## src/rtl/spi_byte_seq.sv

```systemverilog
// Byte sequencer between a register interface and spi_ctrl: TX FIFO with per-byte DC/last flags.
// Optional per-entry repeat count enabled by defining SPI_SEQ_REPEAT_EN.
module spi_byte_seq #(
    parameter int DEPTH = 4,
    parameter int AW    = 2
) (
    input  logic          clk,
    input  logic          rstn,
    input  logic          wr_valid,
    input  logic [7:0]    wr_data,
    input  logic          wr_dc,
    input  logic          wr_last,
    input  logic [7:0]    wr_rep,
    output logic          wr_ready,
    input  logic          flush,
    output logic [7:0]    rd_data,
    output logic          rd_valid,
    output logic          idle,
    output logic [AW:0]   level,
    output logic          spi_start,
    output logic [7:0]    spi_data_in,
    output logic          spi_dc_in,
    output logic          spi_end_txn,
    input  logic          spi_busy,
    input  logic [7:0]    spi_data_out
);

    typedef enum logic [1:0] {
        S_IDLE,
        S_ISSUE,
        S_WAIT
    } state_e;

    localparam logic [AW:0] LVL_FULL = (AW+1)'(DEPTH);

    logic [7:0] mem_data [DEPTH];
    logic       mem_dc   [DEPTH];
    logic       mem_last [DEPTH];

`ifdef SPI_SEQ_REPEAT_EN
    logic [7:0] mem_rep  [DEPTH];
    logic [7:0] rep_q, rep_d;
    logic       last_q, last_d;
`else
    logic       unused_rep;
    assign unused_rep = ^wr_rep;
`endif

    state_e      state_q, state_d;
    logic [AW-1:0] wptr_q, wptr_d, rptr_q, rptr_d;
    logic [AW:0] level_q, level_d;
    logic        start_q, start_d;
    logic [7:0]  sdata_q, sdata_d;
    logic        sdc_q, sdc_d;
    logic        send_q, send_d;
    logic [7:0]  rdata_q, rdata_d;
    logic        rvalid_q, rvalid_d;
    logic        push, pop;

    assign wr_ready    = (level_q != LVL_FULL);
    assign push        = wr_valid && wr_ready;
    assign level       = level_q;
    assign idle        = (level_q == '0) && (state_q == S_IDLE) && !spi_busy;
    assign spi_start   = start_q;
    assign spi_data_in = sdata_q;
    assign spi_dc_in   = sdc_q;
    assign spi_end_txn = send_q;
    assign rd_data     = rdata_q;
    assign rd_valid    = rvalid_q;

    always_ff @(posedge clk) begin
        if (push && !flush) begin
            mem_data[wptr_q] <= wr_data;
            mem_dc[wptr_q]   <= wr_dc;
            mem_last[wptr_q] <= wr_last;
`ifdef SPI_SEQ_REPEAT_EN
            mem_rep[wptr_q]  <= wr_rep;
`endif
        end
    end

    always_comb begin
        state_d  = state_q;
        start_d  = start_q;
        sdata_d  = sdata_q;
        sdc_d    = sdc_q;
        send_d   = send_q;
        rdata_d  = rdata_q;
        rvalid_d = 1'b0;
        pop      = 1'b0;
`ifdef SPI_SEQ_REPEAT_EN
        rep_d    = rep_q;
        last_d   = last_q;
`endif
        case (state_q)
            S_IDLE: begin
                if (level_q != '0 && !spi_busy) begin
                    pop     = 1'b1;
                    sdata_d = mem_data[rptr_q];
                    sdc_d   = mem_dc[rptr_q];
                    start_d = 1'b1;
                    state_d = S_ISSUE;
`ifdef SPI_SEQ_REPEAT_EN
                    rep_d   = mem_rep[rptr_q];
                    last_d  = mem_last[rptr_q];
                    // Hold CS across repeats; only the final issue carries the entry's last flag.
                    send_d  = (mem_rep[rptr_q] == 8'd0) ? mem_last[rptr_q] : 1'b0;
`else
                    send_d  = mem_last[rptr_q];
`endif
                end
            end
            S_ISSUE: begin
                start_d = 1'b0;
                state_d = S_WAIT;
            end
            S_WAIT: begin
                if (!spi_busy) begin
                    rdata_d  = spi_data_out;
                    rvalid_d = 1'b1;
                    state_d  = S_IDLE;
`ifdef SPI_SEQ_REPEAT_EN
                    if (rep_q != 8'd0) begin
                        rep_d   = rep_q - 8'd1;
                        start_d = 1'b1;
                        send_d  = (rep_q == 8'd1) ? last_q : 1'b0;
                        state_d = S_ISSUE;
                    end
`endif
                end
            end
            default: state_d = S_IDLE;
        endcase

        rptr_d  = rptr_q + AW'(pop);
        wptr_d  = wptr_q + AW'(push);
        level_d = level_q + (AW+1)'(push) - (AW+1)'(pop);
        if (flush) begin
            rptr_d  = '0;
            wptr_d  = '0;
            level_d = '0;
        end
    end

    always_ff @(posedge clk or negedge rstn) begin
        if (!rstn) begin
            state_q  <= S_IDLE;
            wptr_q   <= '0;
            rptr_q   <= '0;
            level_q  <= '0;
            start_q  <= 1'b0;
            sdata_q  <= '0;
            sdc_q    <= 1'b0;
            send_q   <= 1'b1;
            rdata_q  <= '0;
            rvalid_q <= 1'b0;
`ifdef SPI_SEQ_REPEAT_EN
            rep_q    <= '0;
            last_q   <= 1'b1;
`endif
        end else begin
            state_q  <= state_d;
            wptr_q   <= wptr_d;
            rptr_q   <= rptr_d;
            level_q  <= level_d;
            start_q  <= start_d;
            sdata_q  <= sdata_d;
            sdc_q    <= sdc_d;
            send_q   <= send_d;
            rdata_q  <= rdata_d;
            rvalid_q <= rvalid_d;
`ifdef SPI_SEQ_REPEAT_EN
            rep_q    <= rep_d;
            last_q   <= last_d;
`endif
        end
    end

endmodule

```

## config.mk

```make
export PLATFORM = sky130hd
export DESIGN_NAME = spi_byte_seq
export DESIGN_NICKNAME = d
export VERILOG_FILES = /design/src/rtl/spi_byte_seq.sv
export SDC_FILE = /design/constraint.sdc
export NUM_CORES = 1
export LEC_CHECK = 0
export ABC_AREA = 1
export CORE_MARGIN = 2
export CORE_UTILIZATION = 25
export CTS_CLUSTER_SIZE = 40
export DETAILED_ROUTE_END_ITERATION = 8
export DONT_BUFFER_PORTS = 1
export PLACE_DENSITY = 0.35
export SLEW_MARGIN = 40
export SYNTH_ARGS = -nofsm -noshare
export SYNTH_HDL_FRONTEND = slang
export SYNTH_SLANG_ARGS = --single-unit
```

## constraint.sdc

```tcl
create_clock -name clk -period 2.2 [get_ports clk]
set_input_delay 0.22 -clock clk [delete_from_list [all_inputs] [get_ports clk]]
set_output_delay 0.22 -clock clk [all_outputs]
set_load 0.005 [all_outputs]
```

Yosys cells after proc, flatten, opt, wreduce, memory -nomap -nowiden
Memories as Yosys holds them, arrays and structs flattened. A register that Yosys moved wholly into a read port is not among the register bits.
Index checks and enable logic that the tools add are counted.
{"block": "totals", "ff_bits": 19, "ramBits": 40, "out_inout_bits": 25, "memories": 3, "in_bits": 31, "elab_cells": 52}
{"block": "classes", "mux": 14, "n_reduce_logical": 18, "n_bitwise": 1, "addsub": 4, "eq_ne": 5}
{"name": "mem_data", "depth": 4, "width": 8, "read_ports": 1, "rd_clocked_by_memory_dff": 1, "write_ports": 1, "line_no": "36", "source": "logic [7:0] mem_data [DEPTH];"}
{"name": "mem_dc", "depth": 4, "width": 1, "read_ports": 1, "rd_clocked_by_memory_dff": 1, "write_ports": 1, "line_no": "37", "source": "logic mem_dc [DEPTH];"}
{"name": "mem_last", "depth": 4, "width": 1, "read_ports": 1, "rd_clocked_by_memory_dff": 1, "write_ports": 1, "line_no": "38", "source": "logic mem_last [DEPTH];"}
{"cell": "2-bit two-way mux", "n": 4}
{"cell": "2-bit AND reduction", "n": 4}
{"cell": "1-bit two-way mux", "n": 7}
{"cell": "2-bit case mux with 3 select lines", "n": 1}
{"cell": "1-bit logical AND", "n": 5}
{"cell": "1-bit logical NOT", "n": 5}
{"cell": "2-bit by 1-bit adder with 2-bit output", "n": 2}
{"cell": "3-bit by 1-bit adder with 3-bit output", "n": 1}
{"cell": "3-bit logical NOT", "n": 1}
{"cell": "3-bit two-way mux", "n": 1}
{"cell": "3-bit != test, second input constant", "n": 1}
{"cell": "3-bit nonzero test", "n": 1}
{"cell": "3-bit by 1-bit subtractor with 3-bit output", "n": 1}
{"cell": "2-bit by 1-bit == test with 1-bit output, second input constant", "n": 1}
{"cell": "2-bit == test, second input constant", "n": 1}
{"cell": "2-bit logical NOT", "n": 1}
{"cell": "2-bit by 1-bit != test with 1-bit output, second input constant", "n": 1}
{"cell": "2-bit != test, second input constant", "n": 1}
{"cell": "1-bit case mux with 2 select lines", "n": 1}
{"cell": "2-bit nonzero test", "n": 1}
{"cell": "1-bit inverter", "n": 1}

Longest topological paths before layout
Gate-level depths: netlist of the first run.
{"block": "logic_depth", "ltp_word": 6, "mapped_depth": 12, "depth_no_buf": 12}

Worst setup path before layout of the first run
Ideal clock, no wire load.
{"block": "synth_path", "path_type": "register -> register", "start": "register level_q[1] (netlist: level[1])", "end": "register level_q[2] (netlist: level[2])", "t_required_ps": 2081, "synth_period_minus_slack_ps": 1807, "stages_incl_launch_ff": 12, "path_buffers": 1, "arrival_ps": 1688, "setup_time_ps": 119, "slack_ps": 393, "cell_sequence": "dfrtp_1 nor2_1 nand2_1 nand3_1 buf_4 nand2_1 nand2_1 ha_1 inv_1 fa_1 a21oi_1 nor2_1"}
{"block": "synth_between", "elab_chain_len": 6, "word_cells_on_any_way": 9, "cone_classes": "add/sub (2); eq/ne (1); mux (3); reduce/logical (3)"}
{"element": "start, declared", "line_no": "51", "source": "logic [AW:0] level_q, level_d;"}
{"element": "start signal, assigned", "line_no": "165", "source": "level_q <= level_d;"}
{"element": "parallel branches: the longest is 4 deep, another holds 3-bit by 1-bit adder with 3-bit output"}
{"element": "3-bit by 1-bit subtractor with 3-bit output (*)", "line_no": "137", "source": "level_d = level_q + (AW+1)'(push) - (AW+1)'(pop);"}
{"element": "3-bit two-way mux (*)", "line_no": "138", "source": "if (flush) begin"}
{"element": "net level_d[2]", "line_no": "51"}
Mark *: on every way through the listed nets, which the timed path passes.
A chain may end at the register's enable or synchronous reset.

Worst setup path in the final report of the first run
Ends and elaborated chain as after synthesis.

==> results.ini, run 1 <==
[critical_path]
r2r-start=level[1]
cp_max_fo=5
worstPathRequired_ps=2410
criticalPathCategory=reg2reg
critPathLaunchType=flip-flop
arrival_ps=2030
rr_endpoint=level[2]
cp-end-kind=flip-flop
startpoint=level[1]
endpoint=level[2]
r2r_cells=11
r2r_setup_slack_ps=380

[placed_design]
dp_hpwl_um=4030
place_congestion=0.666
io_buffers=0

[sta]
finClkSkew_ps=3.06
fmax_mhz=551
finalSetupTns_ps=0
rsz0062_at_grt=no
slew_violations=0
relSlewSlack=0.541
fin_crit_ps=1820
period_share=0.825
tightest_slew_ps=688
hold_viol_final=0
setup_viol=0

[logic_synthesis]
syn_nets=337
synthTopCellsByArea=edfxtp_1 41%, dfrtp_1 24%, nand2_1 15%
avgSynthCellArea_um2=9.66
yosysMostFrequentCell=nand2_1
synth_commonest_cells=119 x nand2_1, 55 x inv_1, 40 x edfxtp_1
ys_dominant_reg_cell=edfxtp_1
ys.warnings.count=0
yosys_register_bits=69
async_flop_share=0.420
synthCells=302
ys_seq_area_frac=0.661
synth_edf_count=40
netlist_area_um2=2920
yosys.area.top_type_share=0.412
yosys.area.top_type=edfxtp_1
synth_cell_type_count=19

[route]
drc=0
drt-total-wl_um=6270
vias=1894
drtIter0Drc=150
ant_nets=0
dr.pass1.iters=4
vias_per_cell=3.95
wl_per_cell_um=13.1

[clock_tree]
htreeDepth=3
clockBufferDepth=2
cts_setup_buffers=0
ctsResizeCount=0
clk_pin_slew_worst_paths_ps=50
clock_latency_ps=320
numCtsBuffers=9
cts_root_buffer=clkbuf_16
cts_tree=built
holdBufCountCts=16
clkSinkCount=69

[layout]
regArea_um2=1930
multi_input_area_um2=731
drive_above_1_share=0.0920
diodes=0
syn_to_final_growth_pct=23.9
nets=367
fillers=1205

[outcome]
status=complete, no violations

[die]
floorplan.initialDensity=0.255
die_height_um=112
num_rows=39
fp.dieArea_um2=12500
die_x_um=112
core_um2=11400
ios=56

[grt]
grt_util_all_layers=0.108
gr-max-usage-layer=met2
grt_pass1_wl_um=10400
use_met3=0.0454
grt_pass1_vias=1905
grt_overflow=0
grt_max_degree=30
grt_util_met1=0.138
antenna_found_initial=0
use_met2=0.168

[pwr]
ir_drop_mv=0.561
p_total_mw=4.39
p_leak_nw=1.71
p_per_area_nw_per_um2=1210

[min_path]
hold_path.class=in2reg

[run]
cap_violations=0

[cell usage in the layout, fill, tap and decap left out]
cell type,n
nand2_1,119
inv_1,55
edfxtp_1,40
dfrtp_1,28
nand3_1,23
dlygate4sd3_1,15
nor2_1,13
buf_4,10
clkbuf_16,9
clkinv_1,3
o21ai_0,3
ha_1,3
nor2_2,2
a21oi_1,2
bufinv_16,2
clkinv_2,2
nand2_2,1
nand3_2,1
xnor2_1,1
fa_1,1
clkinv_4,1
clkinvlp_4,1
buf_12,1
dfstp_2,1
[layout make-up]
| cell class | count | share of cell area |
|---|---|---|
| Clock inverter | 7 | 0.0249 |
| Sequential cell | 69 | 0.534 |
| Clock buffer | 9 | 0.0623 |
| Multi-Input combinational cell | 169 | 0.202 |
| Inverter | 57 | 0.0592 |
| Tap cell | 143 | 0.0495 |
| Timing Repair Buffer | 26 | 0.0679 |
[registers in the layout, summed over array words and instances, names as in the netlist]
name / cells
level: 3
mem_data: 32
mem_dc: 4
mem_last: 4
rd_data: 8
rd_valid: 1
rptr_q: 2
spi_data_in: 8
spi_dc_in: 1
spi_end_txn: 1
spi_start: 1
state_q: 2
wptr_q: 2
[how the worst min path moves through the flow]
stage | startpoint | endpoint | slack [ps] | cells past startpoint
floorplan | rstn | level[0] | -80 | 0
global placement | rstn | rd_data[5] | -70 | 0
detailed placement | rstn | rd_data[5] | -70 | 0
CTS | spi_data_out[1] | rd_data[1] | 0.08 | 2
global route | spi_data_out[2] | rd_data[2] | 10 | 2
finish | spi_data_out[0] | rd_data[0] | 10 | 2
[power breakdown]
part | switching, mW | total (mW) | internal (mW)
Clock | 0.531 | 1.52 | 0.985
Sequential | 0.205 | 1.86 | 1.66
Combinational | 0.656 | 1.01 | 0.353
Total | 1.39 | 4.39 | 3.00
[per-layer routing]
layer	share of wire	wire length (um)
met1	0.46	2910
met2	0.45	2820
met3	0.072	454
met4	0.013	82
met5	0	0
[critical path, cell delays in order, from the launching register on]
cell and delay, ps:
dfrtp_1 450, nor2_1 80, nand2_1 110, inv_1 70, nor2_2 110, nand2_1 70
nand2_1 60, ha_1 130, inv_1 50, fa_1 390, a21oi_1 130, nor2_1 60
[through the flow]
step / std cells / setup slack, ps / utilization / cell area, um2 / hold WS, ps
2_1_floorplan: 302 / 393 / - / 2920 / -75.6
3_3_place_gp: 448 / 376 / 0.274 / 3130 / -74.8
3_5_place_dp: 448 / 392 / 0.274 / 3130 / -74.9
5_1_grt: 480 / 149 / 0.316 / 3610 / 10.1
4_1_cts: 480 / 371 / 0.316 / 3610 / 0.0825
6_report: 480 / 385 / 0.316 / 3610 / 12.4
[cell families (layout without fill, tap and decap cells)]
group,after synthesis,after routing,share of synthesized area
flops,69,69,0.661
simple gates,159,159,0.219
buf+inv,64,99,0.0884
fa+ha+maj,4,4,0.0197
xor+xnor,1,1,0.00300
compound gates,5,5,0.00858
Power figures use the tool's default switching activity.
==> run 2: changes to the inputs <==
--- a/config.mk
+++ b/config.mk
@@ -11,7 +11,7 @@
 export CTS_CLUSTER_SIZE = 40
 export DETAILED_ROUTE_END_ITERATION = 8
 export DONT_BUFFER_PORTS = 1
-export PLACE_DENSITY = 0.35
+export PLACE_DENSITY = 0.37
 export SLEW_MARGIN = 40
 export SYNTH_ARGS = -nofsm -noshare
 export SYNTH_HDL_FRONTEND = slang
==> constraint.sdc (replaced) <==
create_clock -name clk -period 1.5 [get_ports clk]
set_input_delay 0.15 -clock clk [delete_from_list [all_inputs] [get_ports clk]]
set_output_delay 0.15 -clock clk [all_outputs]
set_load 0.005 [all_outputs]
==> results.ini, run 2 (synthesis gave the netlist of run 1 again) <==
[outcome]
status=complete, but fails checks
violations=hold timing, setup timing

[die]
num_rows=39  ; unchanged
die_x_um=112  ; unchanged
ios=56  ; unchanged
core_um2=11400  ; unchanged
floorplan.initialDensity=0.255  ; unchanged
die_height_um=112  ; unchanged
fp.dieArea_um2=12500  ; unchanged

[run]
cap_violations=0  ; unchanged

[layout]
top_register=mem_data
largest_reg_flops=32  ; unchanged
utilization=0.340  ; +0.0239
mostFrequentLayoutCells=114 x nand2_1, 54 x inv_1, 40 x edfxtp_1
syn_to_final_growth_pct=33.2
diodes=0  ; unchanged
final_common_cell=nand2_1
drive_above_1_share=0.181  ; +0.0888
nets=395  ; +7.6%

[grt]
grt_pass1_wl_um=11100  ; +6.9%
grt_util_all_layers=0.116  ; +0.00766
grt_pass1_vias=2115  ; +11%
antenna_found_initial=0  ; unchanged
grt_max_degree=30  ; unchanged
grt_overflow=0  ; unchanged

[critical_path]
arrival_ps=1930  ; -100 ps
cp_num_buf_inv=1  ; -1
r2r_cells=9  ; -2
r2r-start=state_q[1]
cp_common_cell=nand2_2
rr_endpoint=level[1]
cp_max_fo=2  ; -3
critPathLaunchType=flip-flop
criticalPathCategory=reg2reg
worstPathCellList=nor2_2 > nand2_2 > nor2_4 > nand2_2 > nand2_2 > ha_4 > inv_2 > fa_2 > nor2_1
cpPeakStageDelay_ps=510  ; +60 ps
critPathTopFamily=adder cells
startpoint=state_q[1]
endpoint=level[1]
cp_slowest_cell=fa_2
r2r_setup_slack_ps=-210  ; -590 ps
worstPathRequired_ps=1720  ; -690 ps
crit_cells=9  ; -2
cp-end-kind=flip-flop

[route]
ant_nets=0  ; unchanged
dr.pass1.iters=4  ; unchanged
drc=0  ; unchanged
vias_per_cell=3.90  ; -1.1%
drt-total-wl_um=6530  ; +4.1%
vias=1982  ; +4.6%
drtIter0Drc=70  ; -53%
wl_per_cell_um=12.8  ; -1.7%

[sta]
fin_ws_ps=-207  ; -592 ps
finClkSkew_ps=2.85  ; -0.204 ps
relSlewSlack=0.799  ; +0.258
tightest_slew_ps=301  ; -387 ps
hold_viol_final=5  ; +5
period_share=1.14  ; +0.313
slew_violations=0  ; unchanged
rsz0062_at_grt=yes
fmax_mhz=586  ; +6.3%
finalSetupTns_ps=-4810  ; -4810 ps
fin_crit_ps=1710  ; -108 ps
setup_viol=42  ; +42
holdWs_ps=-119  ; -132 ps

[pwr]
cellInternalPower_mw=4.48  ; +50%
p_sw_frac=0.316  ; -0.000656
p_leak_nw=1.84  ; +7.4%
p_per_area_nw_per_um2=1690  ; +39%
switchingPower_mw=2.08  ; +49%
clock_power_share=0.304  ; -0.042
p_seq_frac=0.411  ; -0.014
ir_drop_mv=0.661  ; +18%
combPwrFrac=0.285  ; +0.055

[clock_tree]
holdBufCountCts=21  ; +5
numCtsBuffers=9  ; unchanged
htreeDepth=3  ; unchanged
clk_pin_slew_worst_paths_ps=50  ; about the same
cts_tree=built
cts_root_buffer=clkbuf_16
clkSinkCount=69  ; unchanged
clockBufferDepth=2  ; unchanged
clock_latency_ps=320  ; about the same

[placed_design]
dp_hpwl_um=4380  ; +8.7%
place_congestion=0.695  ; +4.3%
io_buffers=0  ; unchanged

[min_path]
hold_path.class=in2reg

run 2: cell count changes in the layout (fill, tap and decap cells not counted), moves of 4 or more:
cell,change
nand2_1,-5
nand2_2,+5
buf_4,+21
clkbuf_1,+4
nor2_1,-5
dlygate4sd3_1,+5
run 2: final cells by class:
class                   instances  area (um2)
clock buffers                  15         279
repair buffers                 54         484
fillers                      1201        7530
clock inverters                 1        5.00
inverters                      57         214
multi-input cells             169         796
flip-flops and latches         69        1930
well taps                     143         179
run 2: power by group through the flow:
stage / Sequential, mW / Clock [mW] / Combinational (mW)
finish: 2.69 / 1.99 / 1.87
global route: 2.75 / 2.15 / 2.21
CTS: 2.71 / 2.08 / 1.85
detailed placement: 2.74 / 0 / 1.72
global placement: 2.74 / 0 / 1.72
floorplan: 2.69 / 0 / 1.13
run 2: timing repair:
item | in CTS | in global routing
endpoints found under the hold margin | 83 | 5
endpoints found under the setup margin | 43 | 44
buffers inserted | 2 | 2
gates resized for setup | 2 | 11
pin swaps | 6 | 7
run 2: worst register-to-register path, stage by stage (launching register included):
cell	delay, ps
dfrtp_1	390
nor2_2	150
nand2_2	90
nor2_4	120
nand2_2	60
nand2_2	80
ha_4	120
inv_2	30
fa_2	510
nor2_1	40
run 2: worst min path at each step:
| stage | cells after the start | endpoint | from | slack [ps] |
|---|---|---|---|---|
| final | 1 | level[1] | flush | -120 |
| after detailed placement | 0 | rd_data[6] | rstn | -150 |
| after global routing | 1 | level[0] | flush | -130 |
| after CTS | 1 | level[0] | flush | -130 |
| after floorplan | 0 | level[0] | rstn | -150 |
| after global placement | 0 | rd_data[0] | rstn | -140 |
run 2: per-stage QoR:
stage          std cells  worst slack, ps  area, um2  power, mW
6_report             508             -207       3880       6.56
3_5_place_dp         469             -229       3320       4.46
4_1_cts              508             -207       3850       6.63
5_1_grt              508             -318       3880       7.11
3_3_place_gp         469             -196       3320       4.45
2_1_floorplan        302             -279       2950       3.82
run 2: routing by layer:
metal,up-vias,wire length [um],global-route usage
li1,1040,-,-
met1,908,2930,0.139
met2,24,3260,0.192
met3,10,206,0.0275
met4,0,125,0.0642
met5,-,0,0
